**config.mk**
```make
export PLATFORM = sky130hd
export DESIGN_NAME = pll_reset_seq
export DESIGN_NICKNAME = d
export VERILOG_FILES = /design/src/rtl/pll_seq_pkg.sv /design/src/rtl/ce_divider.sv /design/src/rtl/pll_reset_seq.sv
export SDC_FILE = /design/constraint.sdc
export NUM_CORES = 1
export LEC_CHECK = 0
export CORE_UTILIZATION = 41
export CTS_CLUSTER_DIAMETER = 80
export DETAILED_ROUTE_END_ITERATION = 8
export GPL_ROUTABILITY_DRIVEN = 1
export GPL_TIMING_DRIVEN = 1
export PLACE_DENSITY_LB_ADDON = 0.08
export SKIP_CTS_REPAIR_TIMING = 1
export SLEW_MARGIN = 40
export SYNTH_ARGS = -nofsm -noshare
export SYNTH_HDL_FRONTEND = slang
export SYNTH_SLANG_ARGS = --single-unit
```
**constraint.sdc**
```tcl
create_clock -name clock -period 2 [get_ports clock]
set_input_delay 0.5 -clock clock [delete_from_list [all_inputs] [get_ports clock]]
set_output_delay 0.5 -clock clock [all_outputs]
set_load 0.02 [all_outputs]
```
**src/rtl/pll_seq_pkg.sv**
```systemverilog
// Shared types and defaults for the PLL reset sequencer.
// Holds the state encoding, parameter defaults and a small width helper.
package pll_seq_pkg;

   typedef enum logic [1:0] {
      WAIT_LOCK = 2'd0,
      FILTER    = 2'd1,
      HOLD      = 2'd2,
      RUN       = 2'd3
   } seq_state_t;

   localparam int unsigned LOCK_FILTER_DEF = 16;
   localparam int unsigned HOLD_CYCLES_DEF = 1024;
   localparam int unsigned NUM_CE_DEF      = 2;
   localparam int unsigned DIV_W_DEF       = 8;

   function automatic int unsigned max_u(input int unsigned a, input int unsigned b);
      return (a > b) ? a : b;
   endfunction

endpackage

```
**src/rtl/ce_divider.sv**
```systemverilog
// One clock-enable channel: free-running counter with compare-and-wrap.
// The counter is evaluated on the edge into each RUN cycle, so it runs one ahead of the strobe.
module ce_divider
   import pll_seq_pkg::*;
#(
   parameter int unsigned DIV_W = DIV_W_DEF
) (
   input  logic             clock,
   input  logic             reset,
   input  logic             enable,
   input  logic [DIV_W-1:0] div,
   output logic             ce
);

   logic [DIV_W-1:0] cnt;

   always_ff @(posedge clock or posedge reset) begin
      if (reset) begin
         cnt <= '0;
         ce  <= 1'b0;
      end else if (!enable) begin
         cnt <= '0;
         ce  <= 1'b0;
      end else if (cnt >= div) begin
         cnt <= '0;
         ce  <= 1'b1;
      end else begin
         cnt <= cnt + DIV_W'(1);
         ce  <= 1'b0;
      end
   end

endmodule

```
**src/rtl/pll_reset_seq.sv**
```systemverilog
// PLL lock qualifier: synchronises lock, filters it, holds reset off, then
// releases downstream reset and drives per-channel clock-enable strobes.
module pll_reset_seq
   import pll_seq_pkg::*;
#(
   parameter int unsigned LOCK_FILTER = LOCK_FILTER_DEF,
   parameter int unsigned HOLD_CYCLES = HOLD_CYCLES_DEF,
   parameter int unsigned NUM_CE      = NUM_CE_DEF,
   parameter int unsigned DIV_W       = DIV_W_DEF
) (
   input  logic                    clock,
   input  logic                    reset,
   input  logic                    pll_lock,
   input  logic [NUM_CE*DIV_W-1:0] ce_div,
   output logic                    rst_out,
   output logic                    ready,
   output logic [NUM_CE-1:0]       ce,
   output logic [7:0]              loss_count
);

   localparam int unsigned CNT_W = $clog2(max_u(LOCK_FILTER, HOLD_CYCLES) + 1);

   logic             sync1;
   logic             lock_s;
   seq_state_t       state;
   seq_state_t       state_n;
   logic [CNT_W-1:0] cnt;
   logic [CNT_W-1:0] cnt_n;
   logic             lost;
   logic             run_n;

   always_ff @(posedge clock or posedge reset) begin
      if (reset) begin
         sync1  <= 1'b0;
         lock_s <= 1'b0;
      end else begin
         sync1  <= pll_lock;
         lock_s <= sync1;
      end
   end

   always_comb begin
      state_n = state;
      cnt_n   = cnt;
      lost    = 1'b0;
      unique case (state)
         WAIT_LOCK: begin
            cnt_n = '0;
            if (lock_s) state_n = FILTER;
         end
         FILTER: begin
            if (!lock_s) begin
               state_n = WAIT_LOCK;
               cnt_n   = '0;
            end else if (cnt == CNT_W'(LOCK_FILTER - 1)) begin
               state_n = HOLD;
               cnt_n   = '0;
            end else begin
               cnt_n = cnt + CNT_W'(1);
            end
         end
         HOLD: begin
            if (!lock_s) begin
               state_n = WAIT_LOCK;
               cnt_n   = '0;
            end else if (cnt == CNT_W'(HOLD_CYCLES - 1)) begin
               state_n = RUN;
               cnt_n   = '0;
            end else begin
               cnt_n = cnt + CNT_W'(1);
            end
         end
         RUN: begin
            cnt_n = '0;
            if (!lock_s) begin
               state_n = WAIT_LOCK;
               lost    = 1'b1;
            end
         end
         default: begin
            state_n = WAIT_LOCK;
            cnt_n   = '0;
         end
      endcase
   end

   assign run_n = (state_n == RUN);

   // Outputs decode the next state so they change on the same edge as the state register.
   always_ff @(posedge clock or posedge reset) begin
      if (reset) begin
         state      <= WAIT_LOCK;
         cnt        <= '0;
         rst_out    <= 1'b1;
         ready      <= 1'b0;
         loss_count <= '0;
      end else begin
         state   <= state_n;
         cnt     <= cnt_n;
         rst_out <= !run_n;
         ready   <= run_n;
         if (lost && (loss_count != 8'hFF)) loss_count <= loss_count + 8'd1;
      end
   end

   for (genvar i = 0; i < NUM_CE; i++) begin : g_ce
      ce_divider #(
         .DIV_W (DIV_W)
      ) u_div (
         .clock  (clock),
         .reset  (reset),
         .enable (run_n),
         .div    (ce_div[i*DIV_W +: DIV_W]),
         .ce     (ce[i])
      );
   end

endmodule
```
==> results.py, run 1 <==
metrics = {
    "status": {
        "outcome": "completed",
    },
    "finish": {
        "regArea_sq_um": 1080,
        "stdcell_count": 355,
        "antennaDiodeCount": 0,
        "multi_input_area_sq_um": 1260,
        "area_delta_synth_final_pct": 32.3,
        "layout.nets": 322,
        "drive_gt1_share_pct": 20.1,
        "fill_cells": 500,
    },
    "sta": {
        "hold_viol": 0,
        "min_period_ps": 1950,
        "max_freq_mhz": 514,
        "drv_slew": 0,
        "hold_slack_ps": 353,
        "setup_tns_ps": 0,
        "timing.final.crit_share_pct": 97.3,
        "worst_pin_slew_ps": 340,
        "setup_viol": 0,
        "finClkSkew_ps": 9.67,
        "slew-limit-headroom_pct": 77.1,
    },
    "clock_tree": {
        "clock_latency_ps": 290,
        "cts-buffers-inserted": 5,
        "root_buffer": "clkbuf_8",
        "ctsLongestPathBuffers": 2,
        "htree_levels": 2,
        "cts_tree": "built",
        "numClockSinks": 43,
        "clkTransAtPathRegs_ps": 80,
    },
    "global_routing": {
        "grt-ovfl-total": 0,
        "grt_max_degree": 44,
        "grt_pass1_wl_microns": 7130,
        "track_usage_pct": 14.8,
        "antenna_found_initial": 0,
        "grt_pass1_vias": 1627,
    },
    "die": {
        "rows": 27,
        "die_area_sq_um": 6100,
        "fp.dieH_microns": 78.1,
        "coreArea_sq_um": 5540,
        "die-width_microns": 78.1,
        "ioPinCount": 31,
        "start_util_pct": 42.9,
    },
    "power_and_ir_drop": {
        "p_leak_nw": 1.41,
        "intPower_mw": 1.31,
        "ir_worst_vdd_v": 0.000470,
        "powerDensity_nw_per_um2": 520,
        "pwr-share-seq_pct": 53.7,
        "power.share.clock_pct": 39.0,
        "pwr-share-comb_pct": 7.3,
        "swShare_pct": 20.1,
        "net-switching-power_mw": 0.328,
        "total_power_mw": 1.63,
    },
    "worst_setup_path": {
        "r2r_end": "g_ce[1].u_div.cnt[2]$_DFF_PP0_",
        "crit_slowest_cell": "clkdlybuf4s50_1",
        "cp-end-kind": "flop",
        "startpoint_type": "primary input",
        "path_buf_inv": 4,
        "reg2reg_depth": 6,
        "slowest_delay_ps": 450,
        "critical_path.max_fanout": 7,
        "crit_path_end": "g_ce[0].u_div.cnt[2]$_DFF_PP0_",
        "cp-startpoint": "ce_div[2]",
        "path_class": "in2reg",
        "cp.depth": 9,
        "path_cells": "clkdlybuf4s50_1 -> inv_1 -> ha_1 -> buf_4 -> o21a_1 -> nor2_1 -> o31ai_4 -> clkbuf_16 -> nor3_2",
        "reg2reg_slack_ps": 90,
        "cp.arrival_ps": 2160,
        "r2r_start": "cnt[1]$_DFF_PP0_",
        "worstPathRequired_ps": 2220,
        "cp_top_family": "buffers and inverters",
    },
    "place": {
        "port-buffer-count": 30,
        "place_congestion": 0.822,
        "dp.final_hpwl_microns": 2960,
        "place_inst": 345,
    },
    "synth": {
        "yosysWarnings": 0,
        "synth_simple_gate_area_share_pct": 21.3,
        "ys_seq_elements": 43,
        "yosys-top-cells-area": "dfrtp_1 (44%), ha_1 (11%), nor3_2 (6.7%), xnor2_1 (5.2%), xor2_1 (4.4%)",
        "seq_area_frac_synth_pct": 45.3,
        "synth_edf_count": 0,
        "ys_types": 33,
        "synth_top_area_share_pct": 44.2,
        "synth.avg_cell_area_sq_um": 10.5,
        "syn_area_sq_um": 2380,
        "synth-main-ff-cell": "dfrtp_1",
        "yosysTopAreaCell": "dfrtp_1",
        "synth_compound_area_share_pct": 7.90,
        "yosys.area_share.adder_pct": 10.5,
        "synth_top_family_by_area": "simple AND/OR/NAND/NOR gates",
        "synth_xor_area_share_pct": 9.58,
        "synthTopCellsByCount": "dfrtp_1 (42), inv_1 (24), ha_1 (20), nor2_1 (16), nor3_2 (16)",
        "synthMuxAreaShare_pct": 0,
        "syn_inst": 226,
        "synth-async-reset-ratio_pct": 100,
        "synth_nets": 265,
        "synth.most_common_cell": "dfrtp_1",
    },
    "drt": {
        "drt-pass1-iter-count": 4,
        "drc": 0,
        "wl_per_cell_microns": 11.7,
        "vias": 1721,
        "initialDrtViolationCount": 73,
        "finalWirelength_microns": 4140,
        "antenna_left": 0,
        "routed_via_density": 4.85,
    },
    "worst_hold_path": {
        "min_path_type": "reg2reg",
    },
    "flow_run": {
        "maxCapViolCount": 0,
    },
}
==> sequential cells by signal, indices dropped and copies added, names as in the netlist <==
signal,flops
loss_count,8
lock_s,1
g_ce.u_div.cnt,16
g_ce.u_div.ce,2
cnt,11
state,2
rst_out,1
ready,1
sync1,1
==> cell families after synthesis <==
group,after synthesis
AO/OA/AOI/OAI,24
XOR/XNOR,26
adder cells (fa/ha/maj),20
buffers and inverters,28
flip-flops,43
AND/OR/NAND/NOR,85
==> worst register-to-register path, stage by stage (launching register included) <==
cell and delay (ps):
dfrtp_1 370, ha_1 220, nand4_2 140, or4_4 540, a21o_1 230, buf_12 170
nor3_2 170
==> metrics by stage <==
step | cell area (sq um) | util, % | setup slack, ps
2_1_floorplan | 2380 | - | 117
3_3_place_gp | 2920 | 52.8 | -498
3_5_place_dp | 2930 | 52.9 | -587
4_1_cts | 3040 | 54.8 | -275
5_1_grt | 3140 | 56.8 | -17.2
6_report | 3140 | 56.8 | 53.8
==> power by group through the flow <==
stage	logic [mW]	clock network, mW	registers (mW)
CTS	0.109	0.664	0.878
detailed placement	0.108	0	0.895
global route	0.135	0.703	0.878
finish	0.119	0.638	0.878
floorplan	0.0452	0	0.894
global placement	0.106	0	0.895
==> area by class of cell <==
type	instances	share of cell area [%]
clock buffers	6	2.31
clock inverters	1	0.955
inverters	24	2.87
multi-input cells	155	40.0
flip-flops and latches	43	34.3
well taps	72	2.87
repair buffers	54	16.7
==> how the worst min path moves through the flow <==
stage                     from                to  slack [ps]  depth (start not counted)
3_3_place_gp   sync1$_DFF_PP0_  lock_s$_DFF_PP0_         330                          0
6_report       sync1$_DFF_PP0_  lock_s$_DFF_PP0_         350                          0
4_1_cts        sync1$_DFF_PP0_  lock_s$_DFF_PP0_         360                          0
3_5_place_dp   sync1$_DFF_PP0_  lock_s$_DFF_PP0_         340                          0
5_1_grt        sync1$_DFF_PP0_  lock_s$_DFF_PP0_         360                          0
2_1_floorplan  sync1$_DFF_PP0_  lock_s$_DFF_PP0_         330                          0
==> layout by cell type, fill, tap and decap left out, drive strengths merged <==
cell	n
nor2b	3
and3	4
o2111a	1
xor2	12
nand3	14
xnor2	14
ha	20
dfrtp	42
o221a	1
nor2	16
nand4	7
a21o	1
nand2b	2
nor4	1
bufinv	1
nand2	13
or4	1
o21a	5
dlymetal6s2s	1
a2111oi	2
dfstp	1
o2111ai	1
clkdlybuf4s50	29
a31oi	2
nor3	23
a21oi	6
o31ai	4
clkbuf	7
inv	24
buf	23
nand3b	1
o21bai	1
==> per-layer routing <==
layer | up-vias | track usage, % | share of wire [%]
met3 | 5 | 3.72 | 3.9
met1 | 802 | 19.6 | 51
met4 | 0 | 4.44 | 1.2
li1 | 891 | - | -
met5 | - | 0 | 0
met2 | 23 | 23.8 | 44
Note: power is estimated with default switching activity, not from simulation.
==> inputs of run 2 (changes only) <==
--- a/config.mk
+++ b/config.mk
@@ -5,11 +5,12 @@
 export SDC_FILE = /design/constraint.sdc
 export NUM_CORES = 1
 export LEC_CHECK = 0
+export CAP_MARGIN = 15
+export CORE_MARGIN = 2
 export CORE_UTILIZATION = 41
 export CTS_CLUSTER_DIAMETER = 80
 export DETAILED_ROUTE_END_ITERATION = 8
 export GPL_ROUTABILITY_DRIVEN = 1
-export GPL_TIMING_DRIVEN = 1
 export PLACE_DENSITY_LB_ADDON = 0.08
 export SKIP_CTS_REPAIR_TIMING = 1
 export SLEW_MARGIN = 40
==> results.py, run 2 (synthesis results as in run 1) <==
metrics = {
    "finish": {
        "postLayoutCoreUtil_pct": 56.1,
        "final_cell_mix": "dfrtp_1 (42), clkdlybuf4s50_1 (30), inv_1 (24)",
        "fill_cells": 491,
        "area_delta_synth_final_pct": 30.7,
        "final_common_cell": "dfrtp_1",
        "largest_reg_flops": 16,
        "regMostFlops": "g_ce.u_div.cnt",
        "drive_gt1_share_pct": 20.1,
        "stdcell_count": 356,
        "layout.nets": 322,
        "antennaDiodeCount": 0,
        "finalInstanceArea_sq_um": 3110,
        "reg_top3": "g_ce.u_div.cnt: 16 flops, cnt: 11 flops, loss_count: 8 flops",
    },
    "global_routing": {
        "grt_pass1_wl_microns": 7000,
        "grt_max_degree": 44,
        "grt_pass1_vias": 1616,
        "antenna_found_initial": 0,
        "track_usage_pct": 14.1,
        "grt-ovfl-total": 0,
    },
    "worst_setup_path": {
        "path_class": "in2reg",
        "reg2reg_depth": 6,
        "r2r_end": "g_ce[1].u_div.cnt[4]$_DFF_PP0_",
        "reg2reg_slack_ps": 120,
        "worstPathRequired_ps": 2210,
        "r2r_start": "cnt[0]$_DFF_PP0_",
        "cp.arrival_ps": 2160,
        "critical_path.max_fanout": 4,
        "cp-end-kind": "flop",
        "startpoint_type": "primary input",
    },
    "status": {
        "outcome": "completed",
    },
    "place": {
        "port-buffer-count": 30,
        "placed_cell_area_sq_um": 2910,
        "dp.final_hpwl_microns": 2960,
        "place_inst": 344,
        "place_congestion": 0.780,
    },
    "power_and_ir_drop": {
        "powerDensity_nw_per_um2": 488,
        "ir_worst_vdd_v": 0.000304,
        "p_leak_nw": 1.38,
        "total_power_mw": 1.52,
    },
    "clock_tree": {
        "clkTransAtPathRegs_ps": 80,
        "htree_levels": 2,
        "cts_tree": "built",
        "clock_latency_ps": 290,
        "root_buffer": "clkbuf_8",
        "ctsLongestPathBuffers": 2,
        "numClockSinks": 43,
        "cts-buffers-inserted": 5,
    },
    "sta": {
        "hold_slack_ps": 355,
        "worst_pin_slew_ps": 382,
        "min_period_ps": 1940,
        "hold_viol": 0,
        "slew-limit-headroom_pct": 74.4,
        "timing.final.crit_share_pct": 97.1,
        "rsz0062_at_grt": "false",
        "finClkSkew_ps": 8.08,
        "setup_viol": 0,
        "max_freq_mhz": 515,
        "drv_slew": 0,
    },
    "drt": {
        "antenna_left": 0,
        "finalWirelength_microns": 4280,
        "wl_per_cell_microns": 12.0,
        "initialDrtViolationCount": 57,
        "drt-pass1-iter-count": 6,
        "vias": 1744,
        "drc": 0,
        "routed_via_density": 4.90,
    },
    "worst_hold_path": {
        "worstHoldPathCells": 0,
        "min_path_type": "reg2reg",
        "whs_endpoint": "lock_s$_DFF_PP0_",
        "hp-start": "sync1$_DFF_PP0_",
    },
    "die": {
        "ioPinCount": 31,
        "die_area_sq_um": 6420,
        "die-width_microns": 80.1,
        "coreArea_sq_um": 5540,
        "start_util_pct": 42.9,
        "fp.dieH_microns": 80.1,
        "rows": 27,
    },
    "flow_run": {
        "maxCapViolCount": 0,
    },
}
-- run 2: final cells by class --
type                            count  area, sq um  share of cell area [%]
Timing Repair Buffer               53          502                    16.2
Clock buffer                        8         80.1                    2.58
Sequential cell                    43         1080                    34.7
Multi-Input combinational cell    156         1270                    40.8
Inverter                           24         90.1                    2.90
Tap cell                           72         90.1                    2.90
-- run 2: worst max-delay path by stage --
stage	from	end	depth (start not counted)
after floorplan	ce_div[8]	g_ce[1].u_div.ce$_DFF_PP0_	5
after global placement	ce_div[8]	g_ce[1].u_div.ce$_DFF_PP0_	6
after detailed placement	ce_div[8]	g_ce[1].u_div.ce$_DFF_PP0_	6
after CTS	ce_div[8]	g_ce[1].u_div.ce$_DFF_PP0_	6
after global routing	ce_div[9]	g_ce[1].u_div.ce$_DFF_PP0_	7
final	ce_div[1]	g_ce[0].u_div.cnt[7]$_DFF_PP0_	8
-- run 2: where the power goes --
group	internal [mW]	leakage, nW	switching, mW	total, mW
combinational	0.0671	0.753	0.0528	0.120
sequential	0.874	0.590	0.00558	0.879
clock	0.248	0.0395	0.268	0.516
total	1.19	1.38	0.326	1.52
-- run 2: layer usage --
layer	track usage (%)	share of wire (%)	vias to the layer above	wire length (microns)
li1	-	-	899	-
met2	21.0	42	29	1810
met4	6.27	1.9	0	81
met1	19.5	52	808	2240
met5	0	0	-	0
met3	3.37	3.5	8	148
-- run 2: critical path: stages --
cell and delay [ps]:
clkdlybuf4s50_1 450, inv_1 40, ha_1 300, a2111oi_4 340
buf_4 150, o31ai_2 60, buf_4 170, nor3_2 130
-- run 2: stage by stage --
| stage | worst slack, ps | setup TNS [ps] |
|---|---|---|
| 5_1_grt | 2.82 | 0 |
| 6_report | 58.8 | 0 |
| 4_1_cts | -276 | -3200 |
| 2_1_floorplan | 117 | 0 |
| 3_3_place_gp | -491 | -7660 |
| 3_5_place_dp | -588 | -8620 |
==> inputs of run 3 (changes only) <==
--- a/config.mk
+++ b/config.mk
@@ -5,11 +5,12 @@
 export SDC_FILE = /design/constraint.sdc
 export NUM_CORES = 1
 export LEC_CHECK = 0
-export CAP_MARGIN = 15
+export CAP_MARGIN = 0
 export CORE_MARGIN = 2
 export CORE_UTILIZATION = 41
 export CTS_CLUSTER_DIAMETER = 80
 export DETAILED_ROUTE_END_ITERATION = 8
+export DONT_BUFFER_PORTS = 1
 export GPL_ROUTABILITY_DRIVEN = 1
 export PLACE_DENSITY_LB_ADDON = 0.08
 export SKIP_CTS_REPAIR_TIMING = 1
==> results.py, run 3 (synthesis results as in run 1) <==
metrics = {
    "global_routing": {
        "grt_max_degree": 21,
        "track_usage_pct": 14.6,
        "grt_pass1_wl_microns": 7360,
        "antenna_found_initial": 0,
        "grt_pass1_vias": 1673,
        "grt-ovfl-total": 0,
    },
    "sta": {
        "min_period_ps": 1920,
        "hold_viol": 0,
        "timing.final.crit_share_pct": 95.8,
        "slew-limit-headroom_pct": 57.7,
        "worst_pin_slew_ps": 635,
        "hold_slack_ps": 83.6,
        "setup_viol": 0,
        "max_freq_mhz": 522,
        "finClkSkew_ps": 4.93,
        "drv_slew": 0,
    },
    "finish": {
        "drive_gt1_share_pct": 21.6,
        "layout.nets": 289,
        "largest_reg_flops": 16,
        "final_cell_mix": "dfrtp_1 (42), inv_1 (23), buf_4 (20)",
        "area_delta_synth_final_pct": 15.7,
        "stdcell_count": 322,
        "regMostFlops": "g_ce.u_div.cnt",
        "antennaDiodeCount": 0,
        "final_common_cell": "dfrtp_1",
        "reg_top3": "g_ce.u_div.cnt: 16 flops, cnt: 11 flops, loss_count: 8 flops",
    },
    "place": {
        "place_inst": 315,
        "place_congestion": 0.700,
        "port-buffer-count": 0,
        "dp.final_hpwl_microns": 3000,
    },
    "worst_hold_path": {
        "min_path_type": "in2async",
    },
    "worst_setup_path": {
        "reg2reg_slack_ps": 80,
        "cp-end-kind": "flop",
        "r2r_end": "g_ce[1].u_div.cnt[3]$_DFF_PP0_",
        "cp.arrival_ps": 2130,
        "path_class": "reg2reg",
        "worstPathRequired_ps": 2210,
        "reg2reg_depth": 6,
        "r2r_start": "cnt[1]$_DFF_PP0_",
        "startpoint_type": "flop",
        "critical_path.max_fanout": 20,
    },
    "drt": {
        "antenna_left": 0,
        "wl_per_cell_microns": 12.6,
        "initialDrtViolationCount": 77,
        "drc": 0,
        "drt-pass1-iter-count": 4,
        "vias": 1601,
        "finalWirelength_microns": 4050,
        "routed_via_density": 4.97,
    },
    "clock_tree": {
        "cts_tree": "built",
        "cts-buffers-inserted": 5,
        "htree_levels": 2,
        "clock_latency_ps": 290,
        "clkTransAtPathRegs_ps": 80,
        "root_buffer": "clkbuf_8",
        "numClockSinks": 43,
        "ctsLongestPathBuffers": 2,
    },
    "die": {
        "rows": 27,
        "die-width_microns": 80.1,
        "die_area_sq_um": 6420,
        "start_util_pct": 42.9,
        "coreArea_sq_um": 5540,
        "ioPinCount": 31,
        "fp.dieH_microns": 80.1,
    },
    "flow_run": {
        "maxCapViolCount": 0,
    },
    "power_and_ir_drop": {
        "p_leak_nw": 1.25,
        "ir_worst_vdd_v": 0.000447,
        "powerDensity_nw_per_um2": 542,
    },
    "status": {
        "outcome": "completed",
    },
}
-- run 3: changes by cell type in the layout (fill, tap and decap cells not counted), sizes merged --
cell / change
buf: -2
clkbuf: -2
clkdlybuf4s50: -30
clkinv: +2
inv: -1
o31ai: -1
-- run 3: worst max path at each step --
stage / endpoint / start
after global routing: g_ce[1].u_div.cnt[0]$_DFF_PP0_ / cnt[1]$_DFF_PP0_
after floorplan: g_ce[1].u_div.ce$_DFF_PP0_ / ce_div[8]
after detailed placement: g_ce[0].u_div.ce$_DFF_PP0_ / ce_div[0]
after global placement: g_ce[0].u_div.ce$_DFF_PP0_ / ce_div[0]
after CTS: g_ce[0].u_div.ce$_DFF_PP0_ / g_ce[0].u_div.cnt[0]$_DFF_PP0_
final: g_ce[1].u_div.cnt[3]$_DFF_PP0_ / cnt[1]$_DFF_PP0_
-- run 3: metrics by stage --
| stage | setup slack [ps] | TNS, ps | power [mW] | instance area [sq um] | util [%] |
|---|---|---|---|---|---|
| 2_1_floorplan | 117 | 0 | 0.940 | 2380 | - |
| 3_3_place_gp | -67.5 | -284 | 0.964 | 2600 | 46.9 |
| 3_5_place_dp | -215 | -2950 | 0.968 | 2620 | 47.2 |
| 4_1_cts | -104 | -989 | 1.53 | 2700 | 48.8 |
| 5_1_grt | -2.53 | -2.53 | 1.58 | 2750 | 49.6 |
| 6_report | 84.4 | 0 | 1.49 | 2750 | 49.6 |
-- run 3: metal layers --
metal | global-route usage, % | vias to the layer above | share of wire, %
met1 | 19.6 | 743 | 51
met3 | 3.48 | 5 | 3.1
met2 | 23.3 | 26 | 45
met5 | 0 | - | 0
met4 | 4.58 | 0 | 1.1
li1 | - | 827 | -
-- run 3: critical path, cell delays in order, from the launching register on --
cell and delay (ps):
dfrtp_1 410, ha_4 180, nand4_4 110, or4_4 590, a21o_1 210, buf_12 170
nor3_2 170
-- run 3: layout make-up --
class / instances / area [sq um]
multi-input combinational: 155 / 1230
clock inverter: 1 / 5.00
inverter: 24 / 90.1
sequential: 43 / 1080
timing repair buffer: 21 / 170
clock buffer: 6 / 82.6
tap: 72 / 90.1
fill: 528 / 2790
-- run 3: report_power, final --
| group | switching [mW] | leakage [nW] | total (mW) | internal [mW] |
|---|---|---|---|---|
| registers | 0.00495 | 0.590 | 0.879 | 0.874 |
| clock network | 0.267 | 0.0470 | 0.538 | 0.271 |
| logic | 0.0451 | 0.617 | 0.0745 | 0.0294 |
| total | 0.317 | 1.25 | 1.49 | 1.17 |
